## config.mk

```make
export PLATFORM = sky130hd
export DESIGN_NAME = aes_cipher
export DESIGN_NICKNAME = d
export VERILOG_FILES = /design/src/rtl/aes_pkg.sv /design/src/rtl/aes_round.sv /design/src/rtl/aes_cipher.sv
export SDC_FILE = /design/constraint.sdc
export NUM_CORES = 2
export LEC_CHECK = 0
export BUFFER_PORTS_ARGS = -buffer_cell sky130_fd_sc_hd__buf_2
export CELL_PAD_IN_SITES_DETAIL_PLACEMENT = 2
export CELL_PAD_IN_SITES_GLOBAL_PLACEMENT = 2
export CORE_MARGIN = 5
export CORE_UTILIZATION = 40
export DETAILED_ROUTE_END_ITERATION = 8
export PLACE_DENSITY = 0.94
export SYNTH_ARGS = -nofsm -noshare
export SYNTH_HDL_FRONTEND = slang
export SYNTH_HIERARCHICAL = 1
export SYNTH_SLANG_ARGS = --single-unit
```

## constraint.sdc

```tcl
create_clock -name clk -period 10.75 [get_ports clk]
set_clock_uncertainty 0.05 [all_clocks]
set_input_delay 1.075 -clock clk [delete_from_list [all_inputs] [get_ports clk]]
set_output_delay 1.075 -clock clk [all_outputs]
set_load 0.01 [all_outputs]
```

## src/rtl/aes_pkg.sv

```systemverilog
// Shared AES definitions: forward S-box, GF(2^8) doubling, key-length modes,
// round counts and the cipher FSM state encoding.
package aes_pkg;

    localparam logic [1:0] MODE_128  = 2'd0;
    localparam logic [1:0] MODE_192  = 2'd1;
    localparam logic [1:0] MODE_256  = 2'd2;
    localparam logic [1:0] MODE_RSVD = 2'd3;

    typedef enum logic [1:0] {
        ST_IDLE  = 2'd0,
        ST_INIT  = 2'd1,
        ST_ROUND = 2'd2,
        ST_FINAL = 2'd3
    } aes_state_e;

    // Forward S-box, entry 0 in the leftmost byte
    localparam logic [0:2047] SBOX_BITS = {
        128'h637c777bf26b6fc53001672bfed7ab76,
        128'hca82c97dfa5947f0add4a2af9ca472c0,
        128'hb7fd9326363ff7cc34a5e5f171d83115,
        128'h04c723c31896059a071280e2eb27b275,
        128'h09832c1a1b6e5aa0523bd6b329e32f84,
        128'h53d100ed20fcb15b6acbbe394a4c58cf,
        128'hd0efaafb434d338545f9027f503c9fa8,
        128'h51a3408f929d38f5bcb6da2110fff3d2,
        128'hcd0c13ec5f974417c4a77e3d645d1973,
        128'h60814fdc222a908846eeb814de5e0bdb,
        128'he0323a0a4906245cc2d3ac629195e479,
        128'he7c8376d8dd54ea96c56f4ea657aae08,
        128'hba78252e1ca6b4c6e8dd741f4bbd8b8a,
        128'h703eb5664803f60e613557b986c11d9e,
        128'he1f8981169d98e949b1e87e9ce5528df,
        128'h8ca1890dbfe6426841992d0fb054bb16
    };

    function automatic logic [7:0] sbox(input logic [7:0] b);
        return SBOX_BITS[{b, 3'b000} +: 8];
    endfunction

    // Multiply by x in GF(2^8) modulo x^8 + x^4 + x^3 + x + 1
    function automatic logic [7:0] xtime(input logic [7:0] b);
        return {b[6:0], 1'b0} ^ (b[7] ? 8'h1b : 8'h00);
    endfunction

    function automatic logic [3:0] nr_of(input logic [1:0] mode);
        case (mode)
            MODE_192: return 4'd12;
            MODE_256: return 4'd14;
            default:  return 4'd10;
        endcase
    endfunction

endpackage

```

## src/rtl/aes_round.sv

```systemverilog
// One forward AES round: SubBytes, ShiftRows, MixColumns (skipped in the
// final round) and AddRoundKey. Purely combinational.
module aes_round
    import aes_pkg::*;
(
    input  logic [0:127] state,
    input  logic [0:127] round_key,
    input  logic         final_round,
    output logic [0:127] next_state
);

    logic [7:0] sb [16];
    logic [7:0] sr [16];
    logic [7:0] mc [16];

    // Byte i sits at row i%4, column i/4; row r rotates left by r columns
    always_comb begin
        for (int unsigned i = 0; i < 16; i++) begin
            sb[i] = sbox(state[8*i +: 8]);
        end
        for (int unsigned c = 0; c < 4; c++) begin
            for (int unsigned r = 0; r < 4; r++) begin
                sr[4*c + r] = sb[4*((c + r) % 4) + r];
            end
        end
        for (int unsigned c = 0; c < 4; c++) begin
            mc[4*c]     = xtime(sr[4*c]) ^ xtime(sr[4*c+1]) ^ sr[4*c+1]
                          ^ sr[4*c+2] ^ sr[4*c+3];
            mc[4*c + 1] = sr[4*c] ^ xtime(sr[4*c+1]) ^ xtime(sr[4*c+2])
                          ^ sr[4*c+2] ^ sr[4*c+3];
            mc[4*c + 2] = sr[4*c] ^ sr[4*c+1] ^ xtime(sr[4*c+2])
                          ^ xtime(sr[4*c+3]) ^ sr[4*c+3];
            mc[4*c + 3] = xtime(sr[4*c]) ^ sr[4*c] ^ sr[4*c+1]
                          ^ sr[4*c+2] ^ xtime(sr[4*c+3]);
        end
        next_state = '0;
        for (int unsigned i = 0; i < 16; i++) begin
            next_state[8*i +: 8] = (final_round ? sr[i] : mc[i]) ^ round_key[8*i +: 8];
        end
    end

endmodule

```

## src/rtl/aes_cipher.sv

```systemverilog
// Iterative AES-128/192/256 encryption core. Consumes one externally supplied
// round key per accepted cycle, round 0 first; start/busy/done frame a block.
module aes_cipher
    import aes_pkg::*;
(
    input  logic         clk,
    input  logic         rst_n,
    input  logic         start,
    input  logic [1:0]   mode,
    input  logic [0:127] data_in,
    input  logic [0:127] round_key,
    input  logic         key_valid,
    output logic         key_ack,
    output logic [3:0]   round,
    output logic         busy,
    output logic         done,
    output logic [0:127] data_out
);

    aes_state_e   fsm;
    logic [0:127] state;
    logic [1:0]   block_mode;
    logic [0:127] round_out;
    logic         final_round;

    assign final_round = (fsm == ST_FINAL);
    assign key_ack     = busy & key_valid;

    aes_round u_round (
        .state       (state),
        .round_key   (round_key),
        .final_round (final_round),
        .next_state  (round_out)
    );

    // Block sequencing, state register, round counter and registered outputs
    always_ff @(posedge clk) begin
        if (!rst_n) begin
            fsm        <= ST_IDLE;
            state      <= '0;
            block_mode <= MODE_128;
            round      <= '0;
            busy       <= 1'b0;
            done       <= 1'b0;
            data_out   <= '0;
        end else begin
            done <= 1'b0;
            case (fsm)
                ST_IDLE: begin
                    if (start && mode != MODE_RSVD) begin
                        state      <= data_in;
                        block_mode <= mode;
                        round      <= '0;
                        busy       <= 1'b1;
                        fsm        <= ST_INIT;
                    end
                end
                ST_INIT: begin
                    if (key_valid) begin
                        state <= state ^ round_key;
                        round <= 4'd1;
                        fsm   <= ST_ROUND;
                    end
                end
                ST_ROUND: begin
                    if (key_valid) begin
                        state <= round_out;
                        round <= round + 4'd1;
                        // key Nr-1 is the last full round; key Nr goes to FINAL
                        if (round == nr_of(block_mode) - 4'd1) begin
                            fsm <= ST_FINAL;
                        end
                    end
                end
                ST_FINAL: begin
                    if (key_valid) begin
                        data_out <= round_out;
                        round    <= nr_of(block_mode);
                        busy     <= 1'b0;
                        done     <= 1'b1;
                        fsm      <= ST_IDLE;
                    end
                end
                default: fsm <= ST_IDLE;
            endcase
        end
    end

endmodule

```

Word-level counts from Yosys, hierarchy flattened
Cells that the tools add are included.
- bits in registers: 266
- input port bits: 262
- output and inout bits: 135
- word-level logic and storage cells: 216
- add/subtract/negate cells: 2
- equality and inequality tests: 12
- shifts and indexed selects: 16
- mux-type cells: 54
- bitwise logic cells: 114
- reduce and logical (&&, ||, !) cells: 11
- operators by type and width (cell ; count):
    $shiftx 2048x12->2049 const A ; 16
    $xor 8x8->8 ; 96
    $mux 128 ; 3
    $pmux 128 s3 ; 1
    $not 11->12 ; 16
    $mux 8 ; 16
    $xor 128x128->128 ; 1
    $mux 5 ; 16
    $mux 4 ; 6
    $pmux 4 s4 ; 1
    $ne 2x2->1 const B ; 6
    $mux 2 ; 5
    $pmux 2 s4 ; 1
    $reduce_and 4->1 ; 2
    $eq 2x2->1 const B ; 3
    $pmux 3 s2 ; 1
    $reduce_and 2->1 ; 3
    $reduce_and 5->1 ; 1
    $add 4x1->4 const B ; 1
    $eq 2x1->1 const B ; 2
    $eq 4x4->1 ; 1
    $sub 4x1->4 const B ; 1
    $mux 1 ; 3
    $reduce_and 3->1 ; 1
    6 further kinds ; 6

Depth between registers and ports, before layout
- word-level depth: 12
- depth in mapped cells: 22
- depth with buffers taken out: 18

By module
Netlist, hierarchy kept.
- modules (own cells, without submodules) (module ; instances ; cells each ; area an instance (µm²) ; sequential area each (µm²)):
    aes_round ; 1 ; 9267 ; 61853.1 ; 0.0
    aes_cipher ; 1 ; 1490 ; 12421.9 ; 5325.1

Worst setup path before layout
OpenSTA, ideal clock, no wires.
- path type: register -> register
- start point: register state[70] (netlist name)
- end point: register state[81] (netlist name)
- library setup time: 0.070 ns
- arrival: 4.505 ns
- required time: 10.630 ns
- slack: 6.125 ns
- stages on the path, launching flop included: 19
- buffers on the path: 3
- clock period less this slack: 4.625 ns
- path through: dfxtp_1 -> buf_1 -> buf_2 -> inv_1 -> ha_1 -> clkbuf_1 -> nand2b_1 -> nand2_1 -> mux4_2 -> mux4_2 -> mux2i_2 -> xnor2_1 -> xnor3_1 -> mux2i_1 -> xor2_1 -> a22oi_1 -> nand2_1 -> o21ai_0 -> o2bb2ai_1
- longest elaborated chain between the ends: 10
- RTL lines (what ; line ; text):
    from (decl) ; aes_cipher.sv:21 ; logic [0:127] state;
    from (signal assigned) ; aes_cipher.sv:51 ; state <= data_in;
    from (signal assigned) ; aes_cipher.sv:60 ; state <= state ^ round_key;
    from (signal assigned) ; aes_cipher.sv:67 ; state <= round_out;
    $not 11->12 (not written as such) ; aes_pkg.sv:38 ; return SBOX_BITS[{b, 3'b000} +: 8];
    $shiftx 2048x12->2049 ; aes_pkg.sv:38 ;
    $xor 8x8->8 (2 in series) ; aes_round.sv:31 ; mc[4*c + 2] = sr[4*c] ^ sr[4*c+1] ^ xtime(sr[4*c+2])
    $xor 8x8->8 (2 in series) ; aes_round.sv:32 ; ^ xtime(sr[4*c+3]) ^ sr[4*c+3];
    $mux 8 ; aes_round.sv:38 ; next_state[8*i +: 8] = (final_round ? sr[i] : mc[i]) ^ round_key[8*i +: 8];
    $xor 8x8->8 ; aes_round.sv:38 ;
    via round_out, one bit ; aes_cipher.sv:23 ; logic [0:127] round_out;
    $mux 128 ; aes_cipher.sv:66 ; if (key_valid) begin
    $pmux 128 s3 ; aes_cipher.sv:48 ; case (fsm)
The timed path passes the listed nets, and every way through them passes these cells. The select of a mux whose other input is x is not followed.
A chain may end at the register's enable or synchronous reset.

Final worst setup path
- start point: register state[39] (netlist name)
- end point: register state[47] (netlist name)
- longest elaborated chain between the ends: 10
- RTL lines (what ; line ; text):
    $not 11->12 (not written as such) ; aes_pkg.sv:38 ;
    $shiftx 2048x12->2049 ; aes_pkg.sv:38 ;
    $xor 8x8->8 (2 in series) ; aes_round.sv:29 ; mc[4*c + 1] = sr[4*c] ^ xtime(sr[4*c+1]) ^ xtime(sr[4*c+2])
    $xor 8x8->8 (2 in series) ; aes_round.sv:30 ; ^ sr[4*c+2] ^ sr[4*c+3];
    $mux 8 ; aes_round.sv:38 ;
    $xor 8x8->8 ; aes_round.sv:38 ;
    via round_out, one bit ; aes_cipher.sv:23 ;
    $mux 128 ; aes_cipher.sv:66 ;
    $pmux 128 s3 ; aes_cipher.sv:48 ;
The timed path passes the listed nets, and every way through them passes these cells. The select of a mux whose other input is x is not followed.

==> summary.md <==
| Metric | Value |
|---|---|
| Status | finished, violations left |
| Failing checks | capacitance limit, slew limit |
| Drc violations | 0 |
| Vias in the first global route | ~97,000 |
| Nets | around 11,000 |
| R2R Setup Slk | around 4 ns |
| Crit-path max cell delay | between 1 and 1.5 ns |
| Asr flop ratio synth | 0 |
| Synthesized area per cell | about 6.9 sq um |
| Hold path startpoint | data_out[90] |
| CTS resizes | 0 |
| Hold Crit Depth | 2 |
| First-pass GRT wire length | just under 700,000 um |
| CP bufs+invs | 1 |
| Yosys warnings | 6 |
| # Post-CTS Setup Buffers | 0 |
| Slowest-stage cell, CP | mux2i_1 |
| Commonest non-fill, non-tap cell in the layout | nand2_1 |
| CP max FO | 18 |
| Final worst slack | roughly 4.1 ns |
| DPL Wire Length | 339,000 um |
| Synth unique cells | approximately 130 |
| Drt pass-1 iters | 8 |
| Cell area after synthesis | ~74,000 sq um |
| Routed Antenna Nets | 0 |
| Syn Inst Count | roughly 11,000 |
| Net count after synthesis | 11,300 |
| Die height | ~440 um |
| Clk buf depth | 3 |
| Wire per inst | 37.7 um |
| Register area share after synthesis | 0.0717 |
| IO Count | 397 |
| Post-Route WL | approximately 480,000 um |
| Worst endpoint required time | about 11 ns |
| Clock sinks | ~270 |
| Placed cells | roughly 13,000 |
| Final period util | 0.619 |
| Die width | 441 um |
| R2r startpoint | state[39] |
| Hold Path Sink | data_out[90] |
| Grt ovf | 0 |
| Filler Cells Inserted | 22,300 |
| Area taken by multi-input logic gates | 62,300 sq um |
| Post-synth EDFFs | 0 |
| Top delay family on crit path | compound AO/OA/AOI/OAI gates |
| DR vias | 96,500 |
| Site Rows | 158 |
| Core box area | around 190,000 sq um |
| Die footprint | slightly below 200,000 sq um |
| HP Class | flop to flop |
| Worst slew pin tran | ~1.7 ns |
| DP Worst Slack | approximately 4.6 ns |
| Synthesis-to-finish area growth | 3.34% |
| DR iter-0 viols | 14,700 |
| Commonest non-fill, non-tap cells in the layout | nand2_1, a21oi_1, o21ai_0 |
| Setup TNS | 0 ns |
| TritonCTS clock tree | built |
| Cts bufs inserted | 45 |
| Worst r2r path cells | 15 |
| Final cell count without fillers | roughly 13,000 |
| Post-route minimum period | roughly 6.6 ns |
| Reg area | 5460 sq um |
| Root buffer cell | clkbuf_16 |
| Largest net degree at the start of global routing | 157 |
| Max-cap check violation count | 1 |
| Setup crit end kind | flop |
| Startpoint types | flop |
| Synthesized flop and latch total | 266 |
| Layout cell share with drive strength beyond 1 | 0.118 |
| Final Max Slew Viols | 2 |
| Setup-failing EPs final | 0 |
| Initial antenna violation count | 40 |
| Final hold viol count | 0 |
| Crit-path cells | clkinv_1 -> ha_1 -> nor2b_1 -> nand2_1 -> a311oi_1 -> a31oi_1 -> o311ai_1 -> xnor2_1 -> xnor3_1 -> mux2i_1 -> xnor2_1 -> a22oi_1 -> nand2_1 -> o21ai_0 -> o2bb2ai_1 |
| Slew headroom | -0.171 |
| Cts hold-fix bufs | 0 |
| RSZ-0062 raised after global routing | no |
| Top_reg_cell synth | dfxtp_1 |
| Via/cell ratio | about 7.6 |
| F_max | approximately 0.15 GHz |
| Starting Density | 0.401 |
| Clk pin slew, worst setup/hold paths | around 0.060 ns |
| Routability cong. | 1.06 |
| Number of port buffers | just under 400 |
| H-Tree Depth | 2 |
| Critical path class | flop to flop |
| Tot GR Track Use | 0.461 |
| Worst skew pair latency | around 0.73 ns |
| Worst Path Arrival | approximately 7 ns |
| Worst R2R End | state[47] |
[worst reg2reg max path, cell delays in order, from the launching register on]
cell       delay, ns
dfxtp_1         0.36
clkinv_1        0.39
ha_1            0.92
nor2b_1         0.39
nand2_1         0.09
a311oi_1        0.70
a31oi_1         0.13
o311ai_1        0.86
xnor2_1         0.26
xnor3_1         0.44
mux2i_1         1.05
xnor2_1         0.22
a22oi_1         0.23
nand2_1         0.08
o21ai_0         0.17
o2bb2ai_1       0.10
[cell type report]
cell class | instances | area share
Sequential cell | 266 | 0.0711
Clock buffer | 59 | 0.0164
Multi-Input combinational cell | 9081 | 0.812
Timing Repair Buffer | 612 | 0.0471
Inverter | 172 | 0.00851
Clock inverter | 24 | 0.00346
Tap cell | 2480 | 0.0404
Antenna cell | 31 | 0.00101
[registers in the layout, summed over array words and instances, names as in the netlist]
name,flops
round,4
data_out,128
state,128
block_mode,2
busy,1
fsm,2
done,1
[stage by stage]
step	instance area [sq um]	util	hold slack, ns
global route	76700	0.415	0.433
CTS	76700	0.414	0.409
global placement	75200	0.406	0.389
detailed placement	75200	0.406	0.399
floorplan	74300	-	0.403
finish	76800	0.415	0.406
[synth_stat cells (72+ instances only)]
cell type,number,area share
o2bb2ai_1,123,0.015
buf_4,100,0.010
inv_1,140,0.0071
nand2b_1,374,0.032
mux2i_1,163,0.022
and2_1,107,0.0090
xor2_1,303,0.036
a31oi_1,234,0.020
o22ai_1,72,0.0061
nor3_1,359,0.024
nor2_1,595,0.030
a21oi_1,832,0.056
o221ai_1,83,0.0098
buf_2,489,0.033
o311ai_0,155,0.018
clkbuf_1,514,0.026
o31ai_1,108,0.011
or3_1,83,0.0070
a221oi_1,84,0.0099
a211oi_1,178,0.018
nand2_1,1134,0.057
mux4_2,126,0.038
buf_1,75,0.0038
nor2b_1,333,0.028
or2_2,100,0.0084
ha_1,234,0.039
dfxtp_1,266,0.072
nand3_1,300,0.020
a22oi_1,151,0.015
o211ai_1,196,0.020
o21ai_0,813,0.055
xnor2_1,251,0.030
a311oi_1,157,0.019
[worst max path at each step]
stage                    from          to  slack [ns]  cells past startpoint
floorplan           state[70]   state[81]        6.13                     18
global placement    state[94]  state[119]        4.71                     16
detailed placement  state[94]  state[119]        4.55                     16
CTS                 state[62]   state[91]        4.51                     16
global route        state[39]   state[47]        4.03                     15
finish              state[39]   state[47]        4.10                     15
[kinds of logic (layout without fill, tap and decap cells)]
kind of cell,Yosys count,in the layout,synth area share
other,0,31,0
AOI/OAI and AO/OA,4074,4074,0.382
xor gates and xnor gates,653,653,0.0937
buffers and inverters,1410,867,0.0904
and+or+nand+nor,3783,3783,0.255
DFF,266,266,0.0717
muxes,337,337,0.0675
adders and majority gates,234,234,0.0394
[per-layer routing]
metal  GRT usage  vias up  wire length [um]
li1            -    39300                 -
met1       0.577    48500            183000
met2       0.707     6863            206000
met3       0.101     1820             49700
met4       0.317       14             39900
met5           0        -                88
Power is left out: the tool's default activity adds up to more than one toggle a clock period on the data nets, which glitch-free logic cannot reach.
